==> src/rtl/sensor_request_latch.sv <==
// Sensor/button front end: 2-flop sync, per-lane debounce FSM, sticky requests cleared by served.
// Optional per-lane starvation age counters enabled by defining SENSOR_REQ_AGE_EN.
module sensor_request_latch #(
  parameter int DEB_CYCLES = 500000,
  parameter int DEB_W      = 19,
  parameter int AGE_MAX    = 30
) (
  input  logic       clk,
  input  logic       in_rst,
  input  logic [3:0] in_btn,
  input  logic [3:0] in_served,
  input  logic       in_tick,
  output logic [3:0] ou_NSEW,
  output logic       ou_any,
  output logic [3:0] ou_starve
);

  localparam logic [1:0] ST_IDLE    = 2'd0;
  localparam logic [1:0] ST_ARM     = 2'd1;
  localparam logic [1:0] ST_PRESSED = 2'd2;
  localparam logic [1:0] ST_REL     = 2'd3;

  localparam logic [DEB_W-1:0] DEB_MAX  = DEB_W'(DEB_CYCLES);
  localparam logic [DEB_W-1:0] DEB_LAST = DEB_W'(DEB_CYCLES - 1);
  localparam logic [DEB_W-1:0] DEB_ONE  = DEB_W'(1);

  function automatic logic [DEB_W-1:0] deb_inc(input logic [DEB_W-1:0] c);
    return (c >= DEB_MAX) ? c : c + DEB_ONE;
  endfunction

  logic [3:0]            s1, s2;
  logic [3:0][1:0]       st, st_nxt;
  logic [3:0][DEB_W-1:0] cnt, cnt_nxt;
  logic [3:0]            accept;
  logic [3:0]            r, r_nxt;

  // ---- stage: two-flop synchroniser
  always_ff @(posedge clk) begin
    if (in_rst) begin
      s1 <= '0;
      s2 <= '0;
    end else begin
      s1 <= in_btn;
      s2 <= s1;
    end
  end

  // ---- stage: debounce FSM; accept fires only on ARM -> PRESSED
  always_comb begin
    for (int i = 0; i < 4; i++) begin
      st_nxt[i]  = st[i];
      cnt_nxt[i] = cnt[i];
      accept[i]  = 1'b0;
      case (st[i])
        ST_IDLE: begin
          if (s2[i]) begin
            st_nxt[i]  = ST_ARM;
            cnt_nxt[i] = DEB_ONE;
          end
        end
        ST_ARM: begin
          if (!s2[i]) begin
            st_nxt[i]  = ST_IDLE;
            cnt_nxt[i] = '0;
          end else if (cnt[i] >= DEB_LAST) begin
            st_nxt[i]  = ST_PRESSED;
            cnt_nxt[i] = '0;
            accept[i]  = 1'b1;
          end else begin
            cnt_nxt[i] = deb_inc(cnt[i]);
          end
        end
        ST_PRESSED: begin
          if (!s2[i]) begin
            st_nxt[i]  = ST_REL;
            cnt_nxt[i] = DEB_ONE;
          end
        end
        default: begin
          if (s2[i]) begin
            st_nxt[i]  = ST_PRESSED;
            cnt_nxt[i] = '0;
          end else if (cnt[i] >= DEB_LAST) begin
            st_nxt[i]  = ST_IDLE;
            cnt_nxt[i] = '0;
          end else begin
            cnt_nxt[i] = deb_inc(cnt[i]);
          end
        end
      endcase
    end
  end

  // Serve wins over a simultaneous accept.
  assign r_nxt = ~in_served & (r | accept);

  // ---- stage: FSM state and request register
  always_ff @(posedge clk) begin
    if (in_rst) begin
      st     <= '0;
      cnt    <= '0;
      r      <= '0;
      ou_any <= 1'b0;
    end else begin
      st     <= st_nxt;
      cnt    <= cnt_nxt;
      r      <= r_nxt;
      ou_any <= |r_nxt;
    end
  end

  assign ou_NSEW = r;

`ifdef SENSOR_REQ_AGE_EN
  localparam logic [7:0] AGE_LIM = 8'(AGE_MAX);

  function automatic logic [7:0] age_inc(input logic [7:0] a);
    return (a >= AGE_LIM) ? a : a + 8'd1;
  endfunction

  logic [3:0][7:0] age, age_nxt;
  logic [3:0]      starve_nxt;

  // A tick on the set edge is ignored because r is still 0 in that cycle.
  always_comb begin
    for (int i = 0; i < 4; i++) begin
      age_nxt[i]    = '0;
      starve_nxt[i] = 1'b0;
      if (r_nxt[i]) begin
        age_nxt[i]    = (r[i] && in_tick) ? age_inc(age[i]) : age[i];
        starve_nxt[i] = (age_nxt[i] == AGE_LIM);
      end
    end
  end

  // ---- stage: age counters and starvation flags
  always_ff @(posedge clk) begin
    if (in_rst) begin
      age       <= '0;
      ou_starve <= '0;
    end else begin
      age       <= age_nxt;
      ou_starve <= starve_nxt;
    end
  end
`else
  logic unused_age;
  assign unused_age = in_tick ^ (AGE_MAX == 0);
  assign ou_starve  = 4'b0000;
`endif

endmodule
==> config.mk <==
export PLATFORM = sky130hd
export DESIGN_NAME = sensor_request_latch
export DESIGN_NICKNAME = d
export VERILOG_FILES = /design/src/rtl/sensor_request_latch.sv
export SDC_FILE = /design/constraint.sdc
export NUM_CORES = 1
export LEC_CHECK = 0
export BUFFER_PORTS_ARGS = -buffer_cell sky130_fd_sc_hd__buf_2
export CORE_ASPECT_RATIO = 0.75
export CORE_MARGIN = 2
export CORE_UTILIZATION = 45
export DETAILED_ROUTE_END_ITERATION = 10
export GPL_TIMING_DRIVEN = 0
export PLACE_DENSITY = 0.67
export REMOVE_ABC_BUFFERS = 1
export SYNTH_ARGS = -nofsm -noshare
export SYNTH_HDL_FRONTEND = slang
export SYNTH_SLANG_ARGS = --single-unit
export TNS_END_PERCENT = 5
==> constraint.sdc <==
create_clock -name clk -period 2.3 [get_ports clk]
set_clock_uncertainty 0.2 [all_clocks]
set_input_delay 0 -clock clk [delete_from_list [all_inputs] [get_ports clk]]
set_output_delay 0 -clock clk [all_outputs]
set_load 0.005 [all_outputs]
### Word-level counts from Yosys, hierarchy flattened

Index checks and enable logic that the tools add are counted.

| storage, ports and cells | value |
|---|---|
| flip-flop bits (word level) | 97 |
| input port bits | 11 |
| word-level logic and storage cells | 132 |

| operators by class | value |
|---|---|
| add/sub/neg operators | 4 |
| magnitude comparators | 8 |
| equal/unequal tests | 20 |
| muxes and demuxes | 68 |
| bitwise operators | 3 |
| reductions and logical operators | 17 |

Operators with widths:

| cell | number |
|---|---|
| 2-to-1 mux 19 bit | 24 |
| one-hot mux 19 bit (3 select lines) | 4 |
| greater-or-equal comparator 19 bit (second input constant) | 8 |
| adder 19 x 1 -> 19 bit (second input constant) | 4 |
| 2-to-1 mux 2 bit | 24 |
| one-hot mux 2 bit (3 select lines) | 4 |
| inequality test 2 bit (second input constant) | 8 |
| AND reduction 4 bit | 4 |
| nonzero test 4 bit | 4 |
| 2-to-1 mux 1 bit | 12 |
| inequality test 3 bit (second input constant) | 4 |
| == test 2 x 1 -> 1 bit (second input constant) | 4 |
| == test 2 bit (second input constant) | 4 |
| zero test 2 bit | 4 |
| AND reduction 2 bit | 4 |
| bitwise AND 4 bit | 1 |
| NOT 4 bit | 1 |
| bitwise OR 4 bit | 1 |
| OR reduction 4 bit | 1 |

### Longest topological paths before layout

Gate-level depths: netlist (run 1).

| depth | value |
|---|---|
| word-level depth | 7 |
| gate-level depth with buffers | 10 |
| gate-level depth less buffers | 8 |

### Worst setup path before layout (run 1)

Ideal clock, no wire load.

| timing | value |
|---|---|
| kind | flip-flop to flip-flop |
| start point | reg cnt[67] in the netlist's numbering |
| end point | reg ou_any |
| setup time | 0.120 ns |
| data arrival time | 2.072 ns |
| slack | -0.091 ns |
| stages on the path, launching flop included | 7 |
| buffers on the path | 0 |
| clock period less this slack | 2.391 ns |
| cells stage by stage | dfxtp_1 > or4_4 > o311a_4 > a31o_2 > a31oi_1 > o22ai_1 > a211o_1 |

| on the way | value |
|---|---|
| word-level cells in the longest chain between the ends | 7 |

RTL lines:

| what | RTL line | source |
|---|---|---|
| from (decl) | 33 | `logic [3:0][DEB_W-1:0] cnt, cnt_nxt;` |
| from (signal assigned) | 106 | `cnt <= cnt_nxt;` |
| greater-or-equal comparator 19 bit | 65 | `end else if (cnt[i] >= DEB_LAST) begin` |
| 2-to-1 mux 1 bit | 65 |  |
| 2-to-1 mux 1 bit | 62 | `if (!s2[i]) begin` |
| 2-to-1 mux 1 bit | 54 | `case (st[i])` |
| bitwise OR 4 bit | 95 | `assign r_nxt = ~in_served & (r \| accept);` |
| bitwise AND 4 bit | 95 |  |
| OR reduction 4 bit | 108 | `ou_any <= \|r_nxt;` |
| to (signal assigned) | 108 |  |
| to (decl) | 14 | `output logic ou_any,` |

Every way passes these cells.
A chain may end at the register's enable or synchronous reset.

### Final worst setup path (run 1)

Same ends and word-level chain as after synthesis.

==> results of run 1 <==
## cell usage in the layout, fill, tap and decap left out, drive strengths merged, types with 4 or more instances in the layout
master	n
dfxtp	97
nor2	72
nand2	52
buf	38
nand3	36
xor2	34
a21oi	29
inv	26
ha	24
nand4	23
o21ai	22
nor3	20
a31oi	16
and3	16
xnor2	13
mux2i	13
nor4	12
and2	10
nor2b	9
clkbuf	9
a211oi	9
dlygate4sd3	8
mux2	5
or2	5
or4	5
or3	4
and4	4
conb	4
bufinv	4
## metal layers
layer | part of all wire (%) | GRT usage (%)
met4 | 1.2 | 4.933
met1 | 48 | 25.44
met5 | 0 | 0
met2 | 47 | 30.93
met3 | 3.7 | 3.945
## through the flow
step / total power [W] / setup WS, ns / cell area [um^2] / TNS (ns) / utilization, %
2_1_floorplan: 0.001822 / -0.1235 / 5174 / -1.194 / -
3_5_place_dp: 0.001868 / -0.6780 / 5446 / -31.35 / 47.24
3_3_place_gp: 0.001863 / -0.6084 / 5446 / -25.25 / 47.24
6_report: 0.003702 / -0.1003 / 6497 / -1.419 / 56.36
5_1_grt: 0.003835 / -0.2152 / 6497 / -5.992 / 56.36
4_1_cts: 0.003729 / -0.08085 / 6223 / -1.534 / 53.98
## report_power, final
part / switching (W) / leakage [nW] / internal, W
Clock: 0.000654 / 0.181 / 0.00118
Sequential: 0.0000182 / 0.789 / 0.00169
Combinational: 0.0000986 / 1.32 / 0.0000643
## registers in the layout (all words and copies together) (netlist names), named ones only
name     flops
ou_any       1
s1           4
s2           4
ou_NSEW      4
st           4
cnt         76
## logic make-up (layout without fill, tap and decap cells)
family          count (synthesis)  in the layout  share of synthesized area [%]
xor+xnor                       47             47                          7.794
simple gates                  279            281                          27.53
mux                            18             18                          3.530
fa+ha+maj                      24             24                          5.686
flops                          97             97                          36.77
buf+inv                        48             87                          4.027
compound gates                111            111                          14.59
other cells                     1              4                        0.07101
## synthesized netlist by cell type (7+ instances only)
cell      count
nor2b_1       9
and2_1       10
nand3_1      36
buf_4         7
xor2_1       34
nor4_1       11
nand4_1      23
a31oi_1      16
nor2_1       70
nor3_1       20
o21ai_0      18
xnor2_1      13
mux2i_1      13
a211oi_1      9
dfxtp_1      97
a21oi_1      29
nand2_1      52
ha_1         24
inv_1        25
and3_1       14
clkbuf_1     11
## what timing repair did
action	CTS	global route
cloned	0	2
hold endpoints to repair	9	0
setup endpoints to repair	84	80
hold buffers	8	0
setup buffers	14	10
resized for setup	39	50
pin swaps	11	29
## cell type report
| class | instances | area, um^2 | share of cell area [%] |
|---|---|---|---|
| Tap cell | 162 | 202.7 | 3.120 |
| Timing Repair Buffer | 46 | 375.4 | 5.777 |
| Clock inverter | 7 | 141.4 | 2.176 |
| Inverter | 25 | 93.84 | 1.444 |
| Clock buffer | 9 | 225.2 | 3.466 |
| Multi-Input combinational cell | 485 | 3502 | 53.90 |
| Sequential cell | 97 | 1957 | 30.12 |
## path summary, 6_finish.rpt
check | end | startpoint | depth (start not counted)
setup / recovery | ou_any | cnt[67] | 6
hold reg to reg | s2[1] | s1[1] | 1
hold / removal | s2[2] | in_rst | 2
setup reg to reg | ou_any | cnt[67] | 6
==> summary.txt, run 1 <==
Run status
  • Outcome: finished, violations left
  • Failing checks: setup timing

Die
  • Initial Utilization: 45.81%
  • Core Area: 11530 um^2
  • Chip Width: 129.1 um
  • Die span in y: 97.82 um
  • Top-Level Pins: 20
  • Die Area: 12630 um^2
  • Row count: 34

STA
  • Fin Hold WS: 0.02610 ns
  • RSZ-0062 raised after global routing: true
  • Period utilisation layout: 104.4%
  • Setup slack after layout: -0.1003 ns
  • Slew Viols, Final: 0
  • Tightest Pin Transition: 0.7812 ns
  • Fin. Hold Viols: 0
  • Setup violations, final: 32
  • Worst rel slew slack: 47.92%
  • Fmax: 0.4166 GHz
  • Min Tclk post-route: 2.400 ns

Logic synthesis
  • Ranking of synthesized cells by area: dfxtp_1 (37%), ha_1 (5.7%), xor2_1 (5.6%)
  • Mapped Area: 5281 um^2
  • Post-synthesis cell type count: 65
  • Area leader, netlist: dfxtp_1
  • Syn avg cell area: 8.450 um^2
  • Prevailing post-synth register cell: dfxtp_1
  • Synthesized instance count: 625
  • Synth Register Bits: 97
  • Sequential fraction of the synthesis area: 36.77%
  • Area share of the largest cell type after synthesis: 36.77%
  • Yosys warning total: 0
  • Number of enable flip-flop cells after synthesis: 0
  • Ys async rst share: 0%

CTS
  • H-tree depth: 3
  • Worst skew pair latency: 0.35 ns
  • # clock sinks: 97
  • Total CTS buffers: 9
  • Reg clk slew, reported paths: 0.07 ns
  • Root Driver: clkbuf_16
  • CTS tree: done
  • Bufs on Longest Clock Path: 2

GRT
  • Largest net degree at the start of global routing: 38
  • First-pass GRT wire length: 19.55 mm
  • Gr usage total: 18.89%
  • Number of global-route vias before repair: 4199
  • Remaining global-route overflow: 0
  • Initial antenna violation count: 0

Route
  • DRT Pass-1 Iters: 4
  • Routed vias: 4624
  • Vias/cell: 5.564
  • Routed len/inst: 14.63 um
  • Routed Antenna Nets: 0
  • Final wirelength: 12.16 mm
  • DRC: 0
  • Initial drt markers: 303

Critical path
  • Critical path capture point type: register
  • Critical path's top delay family: compound AO/OA/AOI/OAI gates
  • CP Class: register to register
  • Buf+Inv Stages, Crit Path: 0
  • Sequence of cells on the critical path: or4_4 -> o311a_4 -> a31o_4 -> a31oi_4 -> o22ai_2 -> a211o_1
  • Slowest library cell on the worst path: or4_4
  • Crit path max fanout: 4
  • Max stage delay on crit path: 0.55 ns
  • CP startpoint kind: register
  • CP arrival: 2.44 ns
  • CP required: 2.34 ns
  • Reg-to-reg setup timing slack: -0.10 ns

Placed design
  • Cells after DPL: 781
  • GP Congestion: 0.8204
  • HPWL Detailed: 7.758 mm
  • IO Port Bufs: 14

Hold path
  • Hold WC Path Type: input port to register

Power
  • Pwr Density: 569.8 nW/um^2
  • Static leakage: 2.286 nW
  • Max IR drop VDD: 431.2 uV

Finish
  • Ant diodes: 0
  • Nets@finish: 699
  • Fin cells: 831
  • Share of layout cells above drive strength 1: 20.33%
  • Area Growth Syn to Fin: 23.03%
  • Layout fillers: 987

Job
  • Max_cap viols: 0
Note: power is estimated with default switching activity, not from simulation.
==> run 2: changes to the inputs <==
CELL_PAD_IN_SITES_DETAIL_PLACEMENT = 0   (was not set)
CELL_PAD_IN_SITES_GLOBAL_PLACEMENT = 1   (was not set)
CORE_UTILIZATION = 43   (was 45)
PLACE_DENSITY = 0.8   (was 0.67)
==> summary.txt, run 2 (synthesis results as in run 1) <==
CTS
  • Total CTS buffers: 9
  • Bufs on Longest Clock Path: 2
  • Root Driver: clkbuf_16
  • Worst skew pair latency: 0.35 ns
  • # clock sinks: 97
  • Reg clk slew, reported paths: 0.07 ns
  • CTS tree: done
  • H-tree depth: 3

Finish
  • Ant diodes: 0
  • Share of layout cells above drive strength 1: 18.64%
  • Most common cell after layout, fill and taps aside: dfxtp_1
  • Nets@finish: 690
  • Top reg by flops: cnt
  • Fin cells: 826
  • Area Growth Syn to Fin: 19.64%
  • Commonest non-fill, non-tap cells in the layout: dfxtp_1 (79), nor2_1 (67), nand2_1 (51), xor2_1 (34), nand3_1 (32)
  • Layout fillers: 1146
  • Final Cell Area: 6319 um^2
  • Largest register FFs: 76

GRT
  • Remaining global-route overflow: 0
  • Gr usage total: 18.37%
  • Largest net degree at the start of global routing: 38
  • Initial antenna violation count: 0
  • Number of global-route vias before repair: 4269
  • First-pass GRT wire length: 20.04 mm

Placed design
  • Placed inst area: 5451 um^2
  • IO Port Bufs: 14
  • HPWL Detailed: 7.843 mm
  • GP Congestion: 0.8454
  • Cells after DPL: 785

Route
  • Initial drt markers: 299
  • DRT Pass-1 Iters: 4
  • Routed Antenna Nets: 0
  • DRC: 0
  • Routed len/inst: 14.52 um
  • Vias/cell: 5.528
  • Routed vias: 4566
  • Final wirelength: 11.99 mm

Critical path
  • Crit path max fanout: 4
  • CP startpoint kind: register
  • RR Endpoint: ou_any
  • Reg2reg path depth: 6
  • CP startpoint: cnt[68]
  • RR Startpoint: cnt[68]
  • Critical path capture point type: register
  • CP arrival: 2.47 ns
  • CP required: 2.33 ns
  • CP endpoint: ou_any
  • CP Class: register to register
  • Reg-to-reg setup timing slack: -0.14 ns

STA
  • Worst rel slew slack: 48.84%
  • Post-route setup TNS: -1.163 ns
  • Tightest Pin Transition: 0.7673 ns
  • Period utilisation layout: 105.9%
  • Setup slack after layout: -0.1361 ns
  • Fin Hold WS: 0.02025 ns
  • Setup violations, final: 29
  • Slew Viols, Final: 0
  • Fmax: 0.4105 GHz
  • Fin. Hold Viols: 0
  • RSZ-0062 raised after global routing: true
  • Min Tclk post-route: 2.436 ns

Die
  • Die Area: 13190 um^2
  • Core Area: 12130 um^2
  • Top-Level Pins: 20
  • Chip Width: 132.0 um
  • Row count: 35
  • Die span in y: 99.98 um
  • Initial Utilization: 43.54%

Power
  • Max IR drop VDD: 438.7 uV
  • Static leakage: 2.225 nW
  • Pwr Density: 540.2 nW/um^2
  • Overall Power: 0.003414 W

Job
  • Max_cap viols: 0

Hold path
  • Hold WC Path Type: input port to register

Run status
  • Outcome: finished, violations left
  • Failing checks: setup timing
-- run 2: how the worst min path moves through the flow --
stage                       from         end  slack [ns]  cells after the start
floorplan                 in_rst    register       -0.13                      1
global placement    in_served[1]  ou_NSEW[1]        0.01                      2
detailed placement  in_served[1]  ou_NSEW[1]       0.007                      2
CTS                       in_rst    register       0.002                      2
global route              in_rst       s1[3]        0.05                      2
finish                    in_rst    register        0.02                      2
-- run 2: area by class of cell --
cell class              count  area, um^2  area share, %
clock buffers               9       225.2          3.564
clock inverters             7       75.07          1.188
inverters                  25       93.84          1.485
multi-input cells         483        3430          54.28
flip-flops and latches     97        1964          31.09
well taps                 166       207.7          3.287
repair buffers             39       322.8          5.109
-- run 2: layer usage --
layer	GRT usage (%)	share of wire, %	vias to the layer above
met4	5.853	1.1	0
met3	3.586	2.5	13
li1	-	-	2293
met1	23.71	50	2199
met5	0	0	-
met2	31.25	47	61
-- run 2: power by group --
part	total (W)	internal (W)	leakage, nW	switching [W]
Sequential	0.00171	0.00169	0.793	0.0000192
Clock	0.00154	0.000854	0.151	0.000690
Combinational	0.000158	0.0000631	1.28	0.0000952
Total	0.00341	0.00261	2.22	0.000805
-- run 2: worst max-delay path, cell delays in order, from the launching register on --
cell	delay (ns)
dfxtp_2	0.33
or4_4	0.55
o311a_4	0.42
a31o_4	0.25
a31oi_4	0.18
o22ai_2	0.09
a211o_1	0.29
-- run 2: stage by stage --
step                setup WS [ns]  utilization [%]
floorplan                 -0.1235                -
global placement          -0.6575            44.94
detailed placement        -0.6706            44.94
CTS                      -0.08216            50.62
global route              -0.2032            52.09
finish                    -0.1361            52.09
-- run 2: timing repair --
item | CTS | global route
resized for setup | 37 | 39
pin swaps | 12 | 18
setup endpoints to repair | 82 | 79
setup buffers | 11 | 6
hold buffers | 8 | 0
hold endpoints to repair | 9 | 0
==> run 3: changes to the inputs <==
PLACE_DENSITY = not set   (was 0.8)
PLACE_DENSITY_LB_ADDON = 0.15   (was not set)
==> summary.txt, run 3 (synthesis results as in run 1) <==
Run status
  • Outcome: finished, violations left
  • Failing checks: setup timing

Finish
  • Largest register FFs: 76
  • Most common cell after layout, fill and taps aside: dfxtp_1
  • Nets@finish: 684
  • Top reg by flops: cnt
  • Share of layout cells above drive strength 1: 15.90%
  • Area Growth Syn to Fin: 18.01%
  • Commonest non-fill, non-tap cells in the layout: dfxtp_1 (92), nor2_1 (64), nand2_1 (51), nand3_1 (34), xor2_1 (34)
  • Fin cells: 820
  • Ant diodes: 0

Critical path
  • CP arrival: 2.45 ns
  • Max stage delay on crit path: 0.55 ns
  • Slowest library cell on the worst path: or4_4
  • CP Class: register to register
  • CP required: 2.31 ns
  • Critical path capture point type: register
  • CP startpoint kind: register
  • Crit path max fanout: 4
  • Sequence of cells on the critical path: or4_4 -> o311a_4 -> a31o_4 -> a31oi_4 -> o22ai_4 -> a211o_1
  • Reg-to-reg setup timing slack: -0.13 ns

STA
  • Fmax: 0.4112 GHz
  • Min Tclk post-route: 2.432 ns
  • Setup slack after layout: -0.1320 ns
  • Setup violations, final: 24
  • RSZ-0062 raised after global routing: true
  • Slew Viols, Final: 0
  • Fin. Hold Viols: 0
  • Worst rel slew slack: 50.18%
  • Tightest Pin Transition: 0.7473 ns
  • Period utilisation layout: 105.7%

CTS
  • Root Driver: clkbuf_16
  • Reg clk slew, reported paths: 0.07 ns
  • Worst skew pair latency: 0.34 ns
  • Bufs on Longest Clock Path: 2
  • # clock sinks: 97
  • H-tree depth: 3
  • CTS tree: done
  • Total CTS buffers: 9

Route
  • DRT Pass-1 Iters: 6
  • DRC: 0
  • Vias/cell: 5.454
  • Final wirelength: 11.80 mm
  • Initial drt markers: 204
  • Routed Antenna Nets: 0
  • Routed len/inst: 14.38 um
  • Routed vias: 4472

GRT
  • Number of global-route vias before repair: 4132
  • Largest net degree at the start of global routing: 38
  • First-pass GRT wire length: 19.80 mm
  • Initial antenna violation count: 0
  • Remaining global-route overflow: 0
  • Gr usage total: 18.08%

Die
  • Initial Utilization: 43.54%
  • Die Area: 13190 um^2
  • Top-Level Pins: 20
  • Core Area: 12130 um^2
  • Chip Width: 132.0 um
  • Row count: 35
  • Die span in y: 99.98 um

Hold path
  • Hold WC Path Type: input port to register

Power
  • Static leakage: 2.196 nW
  • Pwr Density: 546.8 nW/um^2
  • Overall Power: 0.003408 W
  • Max IR drop VDD: 334.1 uV

Placed design
  • GP Congestion: 0.7736
  • HPWL Detailed: 7.861 mm
  • Cells after DPL: 785
  • IO Port Bufs: 14

Job
  • Max_cap viols: 0
[run 3: where the power goes]
| part | internal, W | total, W | switching, W | leakage (nW) |
|---|---|---|---|---|
| Combinational | 0.0000661 | 0.000162 | 0.0000956 | 1.25 |
| Sequential | 0.00169 | 0.00171 | 0.0000181 | 0.786 |
| Clock | 0.000899 | 0.00154 | 0.000637 | 0.155 |
[run 3: layout make-up]
type | instances | area (um^2)
multi-input cells | 483 | 3402
flip-flops and latches | 97 | 1948
well taps | 166 | 207.7
clock inverters | 5 | 53.80
clock buffers | 11 | 252.7
inverters | 25 | 93.84
repair buffers | 33 | 274.0
fillers | 1165 | 5898
[run 3: critical path: cells and delay by family (launching register included)]
family	cells	cell delay (ns)
DFF	1	0.34
and+or+nand+nor	1	0.55
AOI/OAI and AO/OA	5	1.21
[run 3: stage by stage]
stage / util (%) / TNS, ns / area, um^2 / worst slack, ns / hold slack [ns]
3_3_place_gp: 44.94 / -33.66 / 5451 / -0.6932 / -0.01645
5_1_grt: 51.38 / -6.641 / 6232 / -0.1945 / 0.06113
3_5_place_dp: 44.94 / -33.50 / 5451 / -0.6997 / -0.01387
6_report: 51.38 / -0.7025 / 6232 / -0.1320 / 0.01815
4_1_cts: 50.82 / -0.7920 / 6165 / -0.1240 / 0.01971
2_1_floorplan: - / -1.194 / 5174 / -0.1235 / -0.1309
[run 3: layer usage]
layer / track usage (%) / vias to the layer above / wire, um
li1: - / 2278 / -
met1: 25.05 / 2135 / 6272
met2: 29.13 / 47 / 5118
met3: 3.384 / 12 / 293
met4: 4.766 / 0 / 111
met5: 0 / - / 0
[run 3: repair_timing]
item	4_1_cts	5_1_grt
buffers inserted	9	2
endpoints found under the setup margin	82	78
gates resized for setup	40	19
hold endpoints to repair	9	0
hold buffers	8	0
pin swaps	13	8
cloned	0	0
[run 3: worst paths after layout]
path         cells past startpoint  startpoint        to
max                              6     cnt[67]    ou_any
min reg2reg                      1       s1[0]     s2[0]
max reg2reg                      6     cnt[67]    ou_any
min                              2      in_rst  register
